`config.mk`:
```
export PLATFORM = sky130hd
export DESIGN_NAME = bit_serial_add_ctrl
export DESIGN_NICKNAME = d
export VERILOG_FILES = /design/src/rtl/bit_serial_add_ctrl.sv
export SDC_FILE = /design/constraint.sdc
export NUM_CORES = 1
export LEC_CHECK = 0
export CORE_ASPECT_RATIO = 1.25
export CORE_MARGIN = 5
export CORE_UTILIZATION = 53
export CTS_CLUSTER_SIZE = 20
export DETAILED_ROUTE_END_ITERATION = 10
export MAX_ROUTING_LAYER = met4
export PLACE_DENSITY = 0.87
export SYNTH_ARGS = -nofsm -noshare
export SYNTH_HDL_FRONTEND = slang
export SYNTH_SLANG_ARGS = --single-unit
```
`constraint.sdc`:
```
create_clock -name clk -period 2.25 [get_ports clk]
set_clock_uncertainty 0.2 [all_clocks]
set_input_delay 0.45 -clock clk [delete_from_list [all_inputs] [get_ports clk]]
set_output_delay 0.45 -clock clk [all_outputs]
set_load 0.01 [all_outputs]
```
`src/rtl/bit_serial_add_ctrl.sv`:
```
// Bit-serial WIDTH-bit adder/subtractor: one full-adder cell is time-shared over
// all bit positions, LSB first, with valid/ready handshakes on both sides.
module bit_serial_add_ctrl #(
  parameter int WIDTH = 8
) (
  input  logic             clk,
  input  logic             rst,
  input  logic             in_valid,
  output logic             in_ready,
  input  logic [WIDTH-1:0] in_a,
  input  logic [WIDTH-1:0] in_b,
  input  logic             in_sub,
  output logic             out_valid,
  input  logic             out_ready,
  output logic [WIDTH-1:0] out_sum,
  output logic             out_co,
  output logic             busy
);
  localparam int CNT_W = (WIDTH > 1) ? $clog2(WIDTH) : 1;
  localparam logic [CNT_W-1:0] LAST = CNT_W'(WIDTH - 1);

  typedef enum logic [1:0] {IDLE, RUN, DONE} state_t;

  state_t           state_q;
  logic [CNT_W-1:0] cnt_q;
  logic [WIDTH-1:0] a_sr_q, b_sr_q, sum_sr_q;
  logic             carry_q, out_co_q;

  logic fa_a, fa_b, fa_s, fa_co;

  // The single adder cell, fed from the operand shift-register LSBs.
  always_comb begin
    fa_a  = a_sr_q[0];
    fa_b  = b_sr_q[0];
    fa_s  = fa_a ^ fa_b ^ carry_q;
    fa_co = (fa_a & fa_b) | (carry_q & (fa_a ^ fa_b));
  end

  always_ff @(posedge clk) begin
    if (rst) begin
      state_q  <= IDLE;
      cnt_q    <= '0;
      a_sr_q   <= '0;
      b_sr_q   <= '0;
      sum_sr_q <= '0;
      carry_q  <= 1'b0;
      out_co_q <= 1'b0;
    end else begin
      case (state_q)
        IDLE: begin
          if (in_valid) begin
            // Subtract as A + ~B + 1: invert B up front, seed carry with 1.
            a_sr_q  <= in_a;
            b_sr_q  <= in_sub ? ~in_b : in_b;
            carry_q <= in_sub;
            cnt_q   <= '0;
            state_q <= RUN;
          end
        end
        RUN: begin
          a_sr_q   <= {1'b0, a_sr_q[WIDTH-1:1]};
          b_sr_q   <= {1'b0, b_sr_q[WIDTH-1:1]};
          sum_sr_q <= {fa_s, sum_sr_q[WIDTH-1:1]};
          carry_q  <= fa_co;
          if (cnt_q == LAST) begin
            cnt_q    <= '0;
            out_co_q <= fa_co;
            state_q  <= DONE;
          end else begin
            cnt_q <= cnt_q + CNT_W'(1);
          end
        end
        DONE: begin
          if (out_ready) state_q <= IDLE;
        end
        default: state_q <= IDLE;
      endcase
    end
  end

  assign in_ready  = (state_q == IDLE);
  assign out_valid = (state_q == DONE);
  assign busy      = (state_q != IDLE);
  assign out_sum   = sum_sr_q;
  assign out_co    = out_co_q;
endmodule

```
==> results.md <==
* Number of warnings reported in the yosys synthesis log at 0
* Slew at the pin closest to its max-slew limit at 417 ps
* Kind of start point of the critical path: register
* FP Rows at 21
* Capturing element type of the critical path: primary output
* Detailed Route WL at 3180 µm
* Post-Place Cell Area at 1810 µm²
* Cell count after synthesis at 168
* Number of DRC markers after the initial detailed-route iteration at 25
* Io pins at 33
* Number of buffers on the longest clock path at 2
* Standby leakage power at 0.700 nW
* Fraction of synthesis flops using an asynchronous set or reset pin at 0%
* Endpoints failing hold at 0
* Clock Tree Root: sky130_fd_sc_hd__clkbuf_4
* Number of antenna violations at the first check in global routing at 0
* Per-cell via count in the routed design at 5.53
* Max-slew violations at 0
* Layout cell share with drive strength beyond 1 at 10.3%
* Die boundary width at 56.8 µm
* Height of the die at 68.5 µm
* Mapped Avg Cell Area at 8.64 µm²
* Setup TNS Final at 0 ps
* Detail Route Antenna Nets at 0
* TritonRoute pass-1 iters at 5
* HPWL after detailed placement at 2330 µm
* Run status: completed
* Final core utilization at 71.5%
* Data arrival time at the worst-slack endpoint at 1540 ps
* Area growth from synthesis to layout at 30.8%
* Level count of the clock H-tree at 2
* Post-Syn Nets at 192
* Final Net Count at 227
* Via count of the first global-routing pass at 1,305
* Sequential element share of the synthesized area at 42.8%
* Kind of path behind the tightest hold check: reg -> reg
* Number of port buffers at 32
* Number of distinct library cell variants in the gate-level netlist after synthesis at 31
* Post-CTS Setup Inserts at 0
* Count of flip-flops with a built-in enable after synthesis at 0
* Number of synthesized register bits at 31
* N_diodes at 0
* Depth of the worst register-to-register path at 5
* Cell Pwr Density at 653 nW/µm²
* Final RePlAce weighted congestion at 0.876
* Wire length of the first global-routing pass at 5440 µm
* Number of sinks on the clock net at 31
* Via count at 1,317
* Peak fanout along the critical path at 5
* Max-Cap Viols at 0
* Synthesized area at 1450 µm²
* Grt total ovfl at 0
* Crit path required time at 1600 ps
* Worst voltage drop across the vdd grid at 0.544 mV
* Inserted Clock Buffers at 5
* Clk pin slew, worst setup/hold paths at 100 ps
* DRC at 0
* Die outline area at 3890 µm²
* Max_slew headroom at 72.2%
* Average wire per standard cell at 13.4 µm
* Period utilisation layout at 97.5%
* Critical Setup Path Class: reg -> out
* Cell area after layout at 1900 µm²
* Shortest period the worst path allows at 2190 ps
* Dominant synthesized flop cell: sky130_fd_sc_hd__dfxtp_1
* Number of resized instances in the post-cts repair step at 0
* Worst Hold Depth at 2
* CTS hold repair buffers at 0
* Layout filler cell count at 207
* Total power draw at 1.24 mW
* Number of setup violations in the final report at 0
* Fin Hold WS at 266 ps
* Starting density of the core at 54.7%
* Global Route Usage Sum at 18.3%
* Clock tree from TritonCTS: yes
* Placeable core region at 2650 µm²
* Insertion delay to the later sink of the worst-skew pair at 330 ps
* Maximum operating frequency at 456 MHz
* Maximum number of pins on one net before global-route repair at 20
* RSZ-0062 raised after global routing: no
[Yosys cell counts, drive strengths merged (2+ instances only)]
master	number	area (µm²)
buf	7	43.8
nor2	16	62.6
inv	4	15.0
dfxtp	31	621
nor2b	2	12.5
o221a	3	33.8
nand2b	8	50.1
xnor2	8	70.1
nand2	19	71.3
a21oi	22	110
or3b	5	43.8
ha	2	25.0
nand3b	3	22.5
clkbuf	5	18.8
a22oi	10	75.1
o22ai	7	43.8
nor3	6	30.0
[sequential cells by signal, indices dropped and copies added, names as in the netlist]
| name | flops |
|---|---|
| b_sr_q | 8 |
| cnt_q | 3 |
| out_co | 1 |
| state_q | 2 |
| a_sr_q | 8 |
| carry_q | 1 |
| out_sum | 8 |
[worst max-delay path, cell delays in order, from the launching register on]
cell	delay (ps)
sky130_fd_sc_hd__dfxtp_1	410
sky130_fd_sc_hd__nor2b_1	240
sky130_fd_sc_hd__clkdlybuf4s50_1	570
[where the power goes]
part           total [mW]  leakage (nW)  internal (mW)  switching [mW]
clock               0.453        0.0482          0.262           0.191
sequential          0.600         0.254          0.579          0.0214
combinational       0.186         0.398          0.101          0.0853
[metal layers]
layer  wire length [µm]  vias up  share of wire, %  GRT usage, %
met4                 68        0               2.1          8.99
met1               1270      609                40          18.9
li1                   -      655                 -             -
met5                  0        -                 0             -
met2               1640       44                52          33.1
met3                203        9               6.4          4.47
[cell type report]
type / count / area (µm²) / share of cell area [%]
multi-input combinational: 120 / 749 / 39.5
sequential: 31 / 621 / 32.7
timing repair buffer: 40 / 380 / 20.0
clock buffer: 6 / 51.3 / 2.70
tap: 34 / 42.5 / 2.24
clock inverter: 2 / 35.0 / 1.85
inverter: 5 / 18.8 / 0.989
[metrics by stage]
stage,cells,setup slack [ps]
final,238,55.9
after global placement,230,205
after global routing,238,10.8
after detailed placement,230,138
after floorplan,168,779
after CTS,238,55.2
[layout by cell type, fill, tap and decap left out, types with 2 or more instances in the layout]
master and count:
sky130_fd_sc_hd__nand2_1 19, sky130_fd_sc_hd__o22ai_1 7, sky130_fd_sc_hd__nand3b_1 3, sky130_fd_sc_hd__a21oi_1 22, sky130_fd_sc_hd__nor2b_1 2, sky130_fd_sc_hd__inv_1 4, sky130_fd_sc_hd__nor2_1 15, sky130_fd_sc_hd__or3b_1 5
sky130_fd_sc_hd__clkbuf_4 5, sky130_fd_sc_hd__nand2b_1 8, sky130_fd_sc_hd__buf_4 8, sky130_fd_sc_hd__nor3_1 6, sky130_fd_sc_hd__xnor2_1 8, sky130_fd_sc_hd__o221a_1 2, sky130_fd_sc_hd__clkdlybuf4s50_1 32, sky130_fd_sc_hd__dfxtp_1 31
sky130_fd_sc_hd__ha_1 2, sky130_fd_sc_hd__a22oi_1 10
[cells by family after synthesis]
family                   Yosys count  synth area share (%)
AND/OR/NAND/NOR                   61                  20.9
AO/OA/AOI/OAI                     47                  22.0
flip-flops                        31                  42.8
buffers and inverters             17                  5.60
XOR/XNOR                           8                  4.83
adder cells (fa/ha/maj)            3                  3.10
multiplexers                       1                 0.776
[worst paths after layout]
kind | end | slack [ps] | from
setup / recovery | out_valid | 60 | state_q[1]
hold / removal | out_sum[0] | 270 | out_sum[0]
setup reg to reg | b_sr_q[6] | 580 | state_q[0]
hold reg to reg | out_sum[0] | 270 | out_sum[0]
Power figures use the tool's default switching activity.
==> edit 1 (same settings) <==
The parameter `WIDTH` goes from 8 to 16.
--- a/src/rtl/bit_serial_add_ctrl.sv
+++ b/src/rtl/bit_serial_add_ctrl.sv
@@ -1,7 +1,7 @@
 // Bit-serial WIDTH-bit adder/subtractor: one full-adder cell is time-shared over
 // all bit positions, LSB first, with valid/ready handshakes on both sides.
 module bit_serial_add_ctrl #(
-  parameter int WIDTH = 8
+  parameter int WIDTH = 16
 ) (
   input  logic             clk,
   input  logic             rst,
Ports: changed (resized in_a, in_b and out_sum); port bits go from 33 to 57. The function was not compared with the original's and may differ.
==> edit 1 against the original RTL <==
- via count up 58%
- count of clock-buffer cells in the layout is 1 higher
- first-iteration DRC count grew to 7.5 times the old value
- largest power group unchanged
- area after synthesis grew 67%
- critical endpoint unchanged
- worst setup slack improved by 50 ps
- total power is 56% higher
- critical path depth stayed put
- clock power rose by 23%
- core utilization shrank 0.95 points
- sequential cell count up 25
- wire length rose by 63%
- combinational power grew 59%
- largest cell class unchanged
- cell area grew 65%
==> edit 1: results (changes against the original RTL) <==
set qor(totalPowerFinal_mw) 1.93 ;# +56%
set qor(grt_pass1_wl_um) 8670 ;# +60%
set qor(detailedPlacementHpwl_um) 3750 ;# +61%
set qor(run_status) {completed}
set qor(synth_area_per_cell_sq_um) 8.82 ;# +2.1%
set qor(synthesis.nets) 313 ;# +63%
set qor(globalplace.congestion) 0.806 ;# -8.0%
set qor(worst_ir_drop_vdd_mv) 0.395 ;# -27%
set qor(clock-root-buffer) {sky130_fd_sc_hd__clkbuf_8}
set qor(cts-resized-gates) 1 ;# +1
set qor(design.final.nets) 364 ;# +60%
set qor(insertion_delay_ps) 300 ;# -30 ps
set qor(grtUsageTotal_pct) 18.1 ;# -0.26 points
set qor(power_sequential_mw) 1.08 ;# +80%
set qor(cp_max_fo) 10 ;# +5
set qor(share_clk_of_total_power_pct) 28.9 ;# -7.7 points
set qor(io_buffers) 56 ;# +75%
set qor(antenna_found_initial) 0 ;# unchanged
set qor(first_global_vias) 1972 ;# +51%
set qor(drt-pass1-iter-count) 4 ;# -1
set qor(synth.yosys.seq_area_share_pct) 46.4 ;# +3.6 points
set qor(worst-r2r-setup-slack_ps) 280 ;# -300 ps
set qor(instances_no_fill) 383 ;# +61%
set qor(maximum_number_of_buffers_from_clock_root_to_sink) 2 ;# unchanged
set qor(grt_start_max_net_pins) 30 ;# +50%
set qor(synth_area_leaders) {sky130_fd_sc_hd__dfxtp_1 (46%), sky130_fd_sc_hd__nor2_1 (7.1%), sky130_fd_sc_hd__a221o_1 (6.2%)}
set qor(worstMarginPinSlew_ps) 955 ;# +538 ps
set qor(netlist_top_cells_count) {sky130_fd_sc_hd__dfxtp_1 (56), sky130_fd_sc_hd__nor2_1 (46), sky130_fd_sc_hd__nand2_1 (35)}
set qor(detail_route.iter0.violations) 188 ;# +650%
set qor(worst_ep_arrival_time_ps) 1490 ;# -50 ps
set qor(slowest_delay_ps) 550 ;# -20 ps
set qor(cpLargestDelayFamily) {buffers and inverters}
set qor(static-leakage-power_nw) 1.15 ;# +64%
set qor(netlist-cell-type-count) 34 ;# +9.7%
set qor(post_route_cells_drive_above_1_share_pct) 7.38 ;# -2.9 points
set qor(p_int_mw) 1.48 ;# +57%
set qor(post-place-ws_ps) -101 ;# -239 ps
## edit 1: cell types whose count changed in the layout (fill, tap and decap cells not counted), moves of 7 or more
cell	unedited run	this run
sky130_fd_sc_hd__clkdlybuf4s50_1	32	56
sky130_fd_sc_hd__nand2_1	19	35
sky130_fd_sc_hd__a211oi_1	0	17
sky130_fd_sc_hd__a22oi_1	10	2
sky130_fd_sc_hd__o2bb2ai_1	0	10
sky130_fd_sc_hd__xnor2_1	8	15
sky130_fd_sc_hd__dfxtp_1	31	55
sky130_fd_sc_hd__nor2_1	15	45
sky130_fd_sc_hd__a221o_1	0	15
## edit 1: cell families (layout without fill, tap and decap cells)
kind of cell	count (synthesis)	in the layout	synth area share, %
and+or+nand+nor	94	94	16.1
AOI/OAI and AO/OA	78	78	24.4
DFF	56	56	46.4
buffers and inverters	28	79	5.95
xor gates and xnor gates	16	16	5.80
adders and majority gates	2	2	1.35
## edit 1: layout make-up
type / count / area (sq um)
multi-input combinational: 190 / 1160
tap: 58 / 72.6
inverter: 5 / 18.8
clock buffer: 7 / 96.3
fill: 338 / 1300
sequential: 56 / 1120
timing repair buffer: 67 / 656
## edit 1: layer usage
layer  track usage, %  vias up  wire (um)
met2             31.2       54       2570
met5                -        -          0
met4             5.75        0         61
li1                 -     1062          -
met3             4.69        6        276
met1             20.3      962       2280
## edit 1: final timing paths
| check | endpoint | cells after the start |
|---|---|---|
| worst max-delay path | out_valid | 2 |
| worst min-delay path | out_sum[0]$_SDFFE_PP0N_ | 2 |
| worst max register to register | b_sr_q[8]$_SDFFE_PP0P_ | 3 |
| worst min register to register | out_sum[0]$_SDFFE_PP0N_ | 2 |
==> edit 2 (same flow settings) <==
Made on the original files. The 3 states of `state_t` get a one-hot encoding in 3 bits.
--- a/src/rtl/bit_serial_add_ctrl.sv
+++ b/src/rtl/bit_serial_add_ctrl.sv
@@ -19,7 +19,7 @@
   localparam int CNT_W = (WIDTH > 1) ? $clog2(WIDTH) : 1;
   localparam logic [CNT_W-1:0] LAST = CNT_W'(WIDTH - 1);
 
-  typedef enum logic [1:0] {IDLE, RUN, DONE} state_t;
+  typedef enum logic [2:0] {IDLE = 3'b001, RUN = 3'b010, DONE = 3'b100} state_t;
 
   state_t           state_q;
   logic [CNT_W-1:0] cnt_q;
Formal check against the unedited RTL: no difference found for any inputs over 10 cycles, from zero or initial values and one cycle with rst high; not proved beyond that.
==> edit 2 against the original RTL <==
- area after synthesis decreased by 0.43%
- count of clock-buffer cells in the layout unchanged
- largest cell class unchanged
- sequential power increased by 5.3%
- total power increased by 5.1%
- wire length increased by 9.3%
- cell area increased by 0.13%
- sequential cell count increased by 1
- worst setup slack improved by 84 ps
==> edit 2: results (changes against the original RTL) <==
set qor(run_status) {completed}
set qor(clock_area_share_pct) 4.02 ;# -0.53 points
set qor(sequential_cell_area_sq_um) 641 ;# +3.2%
set qor(worst_path_max_delay_cell) {sky130_fd_sc_hd__or3b_2}
set qor(signal_buffer_area_fraction_pct) 22.3 ;# +2.2 points
set qor(vias_per_cell) 5.62 ;# +1.5%
set qor(postSynthCellCount) 170 ;# +1.2%
set qor(share_of_the_final_layout_cell_area_in_multi_input_gates_pct) 37.4 ;# -2.1 points
set qor(grt_start_max_net_pins) 25 ;# +25%
set qor(detail_route.iter0.violations) 52 ;# +110%
set qor(filler_cell_count) 215 ;# +3.9%
set qor(synth.mux.area_fraction_pct) 0.693 ;# -0.083 points
set qor(synth.yosys.seq_area_share_pct) 44.3 ;# +1.6 points
set qor(first_global_vias) 1355 ;# +3.8%
set qor(netlist-cell-type-count) 33 ;# +6.5%
set qor(sequential_power_share_pct) 48.5 ;# about the same
set qor(detailedPlacementHpwl_um) 2460 ;# +5.6%
set qor(grtUsageTotal_pct) 21.1 ;# +2.7 points
set qor(slowest_delay_ps) 460 ;# -110 ps
set qor(cpLargestDelayFamily) {simple AND/OR/NAND/NOR gates}
set qor(routed_wirelength_um) 3480 ;# +9.3%
set qor(max_slew_margin_pct) 74.8 ;# +2.6 points
set qor(synth-compound-area-share_pct) 16.7 ;# -5.3 points
set qor(detailroute.via_count) 1342 ;# +1.9%
set qor(cp_max_fo) 2 ;# -3
set qor(n_sequential_cell) 32 ;# +3.2%
set qor(p_int_uw) 963 ;# +2.2%
set qor(clk-power_uw) 429 ;# -5.3%
set qor(worst_ir_drop_vdd_mv) 0.732 ;# +35%
set qor(nNonClkBuffers) 44 ;# +10%
set qor(design.final.nets) 228 ;# +0.44%
set qor(totalPowerFinal_mw) 1.30 ;# +5.1%
[edit 2: worst paths after layout]
kind / end / from / cells past startpoint / slack [ps]
min reg2reg: a_sr_q[5]$_SDFFE_PP0P_ / a_sr_q[5]$_SDFFE_PP0P_ / 2 / 270
min: a_sr_q[5]$_SDFFE_PP0P_ / a_sr_q[5]$_SDFFE_PP0P_ / 2 / 270
max reg2reg: b_sr_q[3]$_SDFFE_PP0P_ / state_q[0]$_SDFFE_PP1P_ / 5 / 430
max: in_ready / state_q[0]$_SDFFE_PP1P_ / 3 / 140
[edit 2: layer usage]
layer | share of wire, % | vias to the layer above | track usage [%]
met1 | 39 | 629 | 20.3
met4 | 2.7 | 0 | 12.2
met2 | 55 | 39 | 37.6
met5 | 0 | - | -
met3 | 4.2 | 9 | 6.42
li1 | - | 665 | -
[edit 2: repair_timing]
action | in CTS | in global routing
cloned | 0 | 0
setup buffers | 0 | 0
endpoints found under the setup margin | 2 | 1
gates resized for setup | 2 | 1
